`src/rtl/hazard_ctrl.sv`:
```
// hazard_ctrl: pipeline interlock controller for the 5-stage core.
// Covers the hazards operand forwarding cannot resolve: load-use
// dependencies, taken branches resolved in EX, and the multi-cycle
// multiplier occupying EX. It also keeps saturating statistics counters.
//
// Ports:
//   clk, rst            clock (rising edge), async active-high reset
//   id_ra/id_rb         source registers of the instruction in ID
//   id_use_a/id_use_b   ID instruction actually reads id_ra / id_rb
//   ex_rd               destination register of the instruction in EX
//   ex_mem_read         EX instruction is a load
//   ex_is_mul           EX instruction is a multiply (level)
//   ex_branch_taken     branch in EX resolved taken
//   pc_en/ifid_en/idex_en            stage enables
//   ifid_flush/idex_bubble/exmem_bubble  NOP insertion controls
//   mul_busy            high while the multiplier holds EX
//   stall_count         cycles with pc_en=0, saturating
//   flush_count         taken-branch flushes, saturating
// Control outputs are combinational (Mealy); only state, mul_cnt and the
// counters are registered.
module hazard_ctrl #(
  parameter int unsigned REG_W      = 4,
  parameter int unsigned MUL_CYCLES = 4,
  parameter int unsigned CNT_W      = 16
) (
  input  logic             clk,
  input  logic             rst,
  input  logic [REG_W-1:0] id_ra,
  input  logic [REG_W-1:0] id_rb,
  input  logic             id_use_a,
  input  logic             id_use_b,
  input  logic [REG_W-1:0] ex_rd,
  input  logic             ex_mem_read,
  input  logic             ex_is_mul,
  input  logic             ex_branch_taken,
  output logic             pc_en,
  output logic             ifid_en,
  output logic             idex_en,
  output logic             ifid_flush,
  output logic             idex_bubble,
  output logic             exmem_bubble,
  output logic             mul_busy,
  output logic [CNT_W-1:0] stall_count,
  output logic [CNT_W-1:0] flush_count
);

  localparam int unsigned MC_W = $clog2(MUL_CYCLES) + 1;

  localparam logic [0:0] RUN = 1'b0;
  localparam logic [0:0] MUL = 1'b1;

  localparam logic [MC_W-1:0]  MUL_LAST = MC_W'(MUL_CYCLES - 1);
  localparam logic [CNT_W-1:0] CNT_MAX  = {CNT_W{1'b1}};

  logic [0:0]      state, state_nxt;
  logic [MC_W-1:0] mul_cnt, mul_cnt_nxt;
  logic            load_use;
  logic            flush_evt;

  // Register 0 is not special: the forwarding unit treats it as ordinary.
  assign load_use = ex_mem_read &&
                    ((id_use_a && (id_ra == ex_rd)) ||
                     (id_use_b && (id_rb == ex_rd)));

  // State and multiply-cycle registers
  always_ff @(posedge clk or posedge rst) begin
    if (rst) begin
      state   <= RUN;
      mul_cnt <= '0;
    end else begin
      state   <= state_nxt;
      mul_cnt <= mul_cnt_nxt;
    end
  end

  // Next-state and Mealy control outputs; reset forces idle outputs.
  always_comb begin
    state_nxt    = state;
    mul_cnt_nxt  = mul_cnt;
    pc_en        = 1'b1;
    ifid_en      = 1'b1;
    idex_en      = 1'b1;
    ifid_flush   = 1'b0;
    idex_bubble  = 1'b0;
    exmem_bubble = 1'b0;
    mul_busy     = 1'b0;
    flush_evt    = 1'b0;

    if (!rst) begin
      case (state)
        RUN: begin
          if (ex_branch_taken) begin
            // Branch wins: the younger instructions are wrong-path anyway.
            ifid_flush  = 1'b1;
            idex_bubble = 1'b1;
            flush_evt   = 1'b1;
          end else if (ex_is_mul) begin
            pc_en        = 1'b0;
            ifid_en      = 1'b0;
            idex_en      = 1'b0;
            exmem_bubble = 1'b1;
            mul_cnt_nxt  = MC_W'(1);
            state_nxt    = MUL;
          end else if (load_use) begin
            // One-cycle bubble; the load reaches MEM and forwarding takes over.
            pc_en       = 1'b0;
            ifid_en     = 1'b0;
            idex_bubble = 1'b1;
          end
        end
        MUL: begin
          mul_busy = 1'b1;
          if (mul_cnt == MUL_LAST) begin
            // Release cycle: result leaves EX with idle controls.
            mul_cnt_nxt = '0;
            state_nxt   = RUN;
          end else begin
            pc_en        = 1'b0;
            ifid_en      = 1'b0;
            idex_en      = 1'b0;
            exmem_bubble = 1'b1;
            mul_cnt_nxt  = mul_cnt + MC_W'(1);
          end
        end
        default: begin
          state_nxt   = RUN;
          mul_cnt_nxt = '0;
        end
      endcase
    end
  end

  // Saturating statistics counters
  always_ff @(posedge clk or posedge rst) begin
    if (rst) begin
      stall_count <= '0;
      flush_count <= '0;
    end else begin
      if (!pc_en && (stall_count != CNT_MAX)) begin
        stall_count <= stall_count + CNT_W'(1);
      end
      if (flush_evt && (flush_count != CNT_MAX)) begin
        flush_count <= flush_count + CNT_W'(1);
      end
    end
  end

endmodule

```
`config.mk`:
```
export PLATFORM = sky130hd
export DESIGN_NAME = hazard_ctrl
export DESIGN_NICKNAME = d
export VERILOG_FILES = /design/src/rtl/hazard_ctrl.sv
export SDC_FILE = /design/constraint.sdc
export NUM_CORES = 1
export LEC_CHECK = 0
export ABC_AREA = 1
export BUFFER_PORTS_ARGS = -buffer_cell sky130_fd_sc_hd__buf_2
export CORE_AREA = 2 2 71 73
export CTS_BUF_LIST = sky130_fd_sc_hd__clkbuf_8
export DETAILED_ROUTE_END_ITERATION = 10
export DIE_AREA = 0 0 73 75
export GPL_TIMING_DRIVEN = 0
export PLACE_DENSITY_LB_ADDON = 0.08
export SLEW_MARGIN = 20
export SYNTH_ARGS = -nofsm -noshare
export SYNTH_HDL_FRONTEND = slang
export SYNTH_SLANG_ARGS = --single-unit
```
`constraint.sdc`:
```
create_clock -name clk -period 1.76 [get_ports clk]
set_clock_uncertainty 0.05 [all_clocks]
set_input_delay 0 -clock clk [delete_from_list [all_inputs] [get_ports clk]]
set_output_delay 0 -clock clk [all_outputs]
set_load 0.02 [all_outputs]
```
# Word-level counts from Yosys, hierarchy flattened
# Cells that the tools add are included.
# totals
ff_bits	36
# classes
addsub	3
eq_ne	7
muxes	29
bitwise_logic	2
n_reduce_logical	8
# op_table
op	n
$add 16x1->16 const B	2
$ne 16x16->1 const B	2
$mux 1	22
$mux 3	3
$eq 4x4->1	2
$pmux 1 s2	3
$pmux 3 s2	1
$logic_and 1x1->1	5
$ne 2x2->1 const B	2
$add 3x1->3 const B	1
$eq 3x2->1 const B	1
$reduce_and 3->1	1
$not 1->1	2
$logic_not 1->1	1
$logic_or 1x1->1	1

# Depth between registers and ports, before layout
# depth
depth_word	11
ltp_mapped	12
ltp_nobuf	11

# Worst setup path before layout
# Ideal clock, no wire load.
# synth_path
path_kind	input to output
startpoint	in rst
endpoint	out pc_en
arrival_ps	1949
t_required_ps	1710
path_slack_ps	-239
cell_stages	7
cell_sequence	inv_1 -> o21ai_1 -> a21oi_2 -> buf_4 -> buf_4 -> nand2_1 -> buf_4
# synth_via
elab_chain_len	1
# synth_lines
element	line	source
start, declared	27	input logic rst,
$mux 1	n/a	
end, declared	36	output logic pc_en,
# No other way between the ends.

# Final worst setup path
# layout_path
startpoint	reg state
endpoint	out pc_en
# layout_via
elab_chain_len	3
# layout_lines
element	line	source
start, declared	55	logic [0:0] state, state_nxt;
start signal, assigned	71	state <= state_nxt;
$not 1->1	n/a	
$pmux 1 s2 (*)	90	case (state)
$mux 1 (*)	89	if (!rst) begin
# Mark *: on every way between the ends. The rest lies on a longest branch, timed or not.

==> results by group <==
Global routing
  – Initial antenna violation count: 0
  – Total grt overflow: 0
  – First-pass GRT wire length: 8.783 mm
  – Largest net degree at the start of global routing: 20
  – Overall Global Routing Usage: 20.69%
  – Vias in the first global route: 1972

Synth
  – Synth Net Count: 326
  – Largest family of logic cells by synthesized area: simple AND/OR/NAND/NOR gates
  – Synthesis-stage register bit count: 36
  – Post-synth EDFFs: 0
  – Yosys warns: 0
  – Post-synthesis mux area share: 0%
  – Mapped Area: around 0.0023 mm²
  – Synth area leader: dfrtp_1
  – Post-Synth XOR/XNOR Area: 9.891%
  – Syn Inst Count: 304
  – Post-synth ARST share: between 90% and 100%
  – Adder-cell share of the synthesized area: about 1.6%
  – Share of the synthesized area in the top cell type: 39.13%
  – Post-synthesis sequential area ratio: 39.13%
  – Compound-gate portion of the synthesized area: 4.837%
  – Cell variety after synth: 28
  – Syn avg cell area: 7.573 µm²
  – Top FF cell, synth: dfrtp_1
  – Post-Synth Simple-Gate Area: 37.55%
  – Most area-consuming cells after synthesis: dfrtp_1 39%, nand2_1 17%, xor2_1 6.1%

Critical path
  – Crit-path cells: inv_2 -> nor2_1 -> a21oi_4 -> buf_6 -> buf_8 -> nand2_1 -> buf_4 -> buf_2
  – Critical Path Start Type: register
  – CP endpoint kind: output pin
  – Crit Path Class: register to output pin
  – Worst Path Arrival: ~1.7 ns
  – Worst stage delay on the critical path: 0.46 ns
  – CP max FO: 7
  – Worst path slowest cell: dfrtp_2
  – CP required: about 1.7 ns
  – Delay-heaviest family, CP: buffers and inverters
  – Buffers & Inverters on Critical Path: 5

Pwr
  – Combinational share of power: 40.2%
  – Sw Share: 40.45%
  – Sw power: 0.001348 W
  – Maximum vdd drop: 744.8 µV
  – PwrDens: 1109 mW/mm²
  – Seq pwr share: between 30% and 40%
  – Lkg Pwr: 1.561 nW
  – Int Pwr: 0.001984 W
  – Clk pwr share: a little over a fifth

Timing
  – Pins over their slew limit: 0
  – Relative slew slack: 40.92%
  – Fin crit share: just under 100%
  – Tmin final: 1.695 ns
  – Hold Vio Cnt, Final: 0
  – RSZ-0062 raised after global routing: yes
  – WHS: 0.02233 ns
  – Final Setup Violations: 0
  – Fmax: a little under 600 MHz
  – Worst Max-Slew Pin Slew: 0.8813 ns
  – PnR worst setup slack: 0.06473 ns

Place
  – Post-placement cell count: 415
  – IO buf count: 57
  – Dpl ws: -0.4424 ns
  – Placed cell areas: 0.002659 mm²
  – Dpl hpwl: 3.764 mm
  – Final Wtd Congestion: 0.8861

Flow run
  – Max cap viols: 0

Cells and area
  – Share of cells above drive strength 1: 29.23%
  – Final instance area: 0.003004 mm²
  – Most common cell after layout, fill and taps aside: nand2_1
  – Area grow syn2layout: 30.49%
  – ANT cells: 0
  – Most frequent cells in the layout: 106 x nand2_1, 57 x buf_2, 34 x dfrtp_1, 27 x inv_1, 25 x nor2_1
  – Final net count: slightly above 400
  – Non-Filler Instances: 444

Routing
  – Post-route ant nets: 0
  – DRC errors left: 0
  – Iter 0 DRT Violations: 103
  – DR vias/cell: 5.056
  – Via count: 2245
  – Routed wire length: 5.590 mm
  – Pre-antenna DRT Iters: 4
  – Drt wl/cell: 12.59 µm

Floorplan
  – Row cnt: 25
  – Initial Utilization: 49.40%
  – Ports: 58
  – Die area: 0.005475 mm²
  – Core ar.: 0.004661 mm²
  – Die H: 75 µm
  – Chip Width: between 70 and 80 µm

Clock network
  – Depth of the CTS H-tree: 2
  – Total CTS buffers: 5
  – CTS tree: yes
  – Worst-Skew Late Latency: 0.29 ns
  – Max Buffers Root-to-Sink: 2
  – Clk slew on worst S/H paths: 0.07 ns
  – CTS root buffer: clkbuf_8
  – Clock sinks: 36

Worst hold path
  – Worst hold-check path type: input port to register

Status
  – Status: finished clean
power by group through the flow:
| stage | Combinational (W) | Sequential (W) | Clock [W] |
|---|---|---|---|
| 6_report | 0.00134 | 0.00128 | 0.000717 |
| 5_1_grt | 0.00148 | 0.00131 | 0.000764 |
| 3_5_place_dp | 0.00113 | 0.00128 | 0 |
| 3_3_place_gp | 0.00111 | 0.00128 | 0 |
| 4_1_cts | 0.00120 | 0.00126 | 0.000732 |
| 2_1_floorplan | 0.000586 | 0.00145 | 0 |
final timing paths:
| check | to | depth (start not counted) | start | slack (ns) |
|---|---|---|---|---|
| setup / recovery | pc_en | 8 | state | 0.06 |
| hold / removal | state | 3 | rst | 0.02 |
| setup reg to reg | stall_count[9] | 8 | stall_count[1] | 0.10 |
| hold reg to reg | mul_cnt[0] | 1 | mul_cnt[0] | 0.45 |
| max in group asynchronous | state | 3 | rst | 0.64 |
| min in group asynchronous | stall_count[4] | 3 | rst | 0.46 |
Yosys cell counts, types with 2 or more instances:
cell and n:
nor3_2 4, inv_1 28, xor2_1 16, o21ai_1 2, nand4_1 22, ha_1 3, nand2_1 107, nor3_1 7
o21ai_0 12, buf_2 2, nor2_1 26, xnor2_1 10, nand3_4 2, nand3_1 9, dfrtp_1 36, nand3b_1 3
buf_4 4
cells by family (layout without fill, tap and decap cells):
kind of cell | Yosys count | after routing
AND/OR/NAND/NOR | 185 | 185
flip-flops | 36 | 36
buffers and inverters | 36 | 122
XOR/XNOR | 26 | 26
AO/OA/AOI/OAI | 18 | 18
adder cells (fa/ha/maj) | 3 | 3
registers in the layout, summed over array words and instances (netlist names):
signal	count
flush_count	16
stall_count	16
mul_cnt	3
state	1
layout make-up:
| cell class | instances | area, µm² |
|---|---|---|
| Buffer | 7 | 75.07 |
| Clock buffer | 5 | 68.82 |
| Clock inverter | 3 | 38.79 |
| Fill cell | 395 | 1657 |
| Inverter | 29 | 112.6 |
| Multi-Input combinational cell | 232 | 1292 |
| Sequential cell | 36 | 903.4 |
| Tap cell | 54 | 67.56 |
| Timing Repair Buffer | 77 | 440.4 |
| Timing Repair inverter | 1 | 5.005 |
tightest hold or removal path, stage by stage:
cell	delay (ns)
buf_2	0.15
clkinvlp_4	0.10
o21ai_0	0.07
per-layer routing:
| metal | global-route usage [%] | up-vias | routed length (µm) |
|---|---|---|---|
| met5 | 0 | - | 0 |
| met4 | 8.230 | 0 | 45 |
| met3 | 4.819 | 4 | 206 |
| met2 | 36.34 | 46 | 2874 |
| met1 | 24.49 | 1043 | 2463 |
| li1 | - | 1152 | - |
per-stage QoR:
stage / utilization, % / power, W / TNS, ns
floorplan: - / 0.002035 / 0
CTS: 61.37 / 0.003192 / 0
detailed placement: 57.05 / 0.002413 / -6.854
global route: 64.46 / 0.003546 / -0.06293
finish: 64.46 / 0.003332 / 0
global placement: 57.05 / 0.002383 / -6.910
timing repair:
item	4_1_cts	5_1_grt
resized for setup	7	14
cloned	1	0
pin swaps	3	6
setup endpoints to repair	22	27
endpoints found under the hold margin	36	0
setup buffers	6	12
hold buffers	2	0
(Power assumes the default switching activity.)
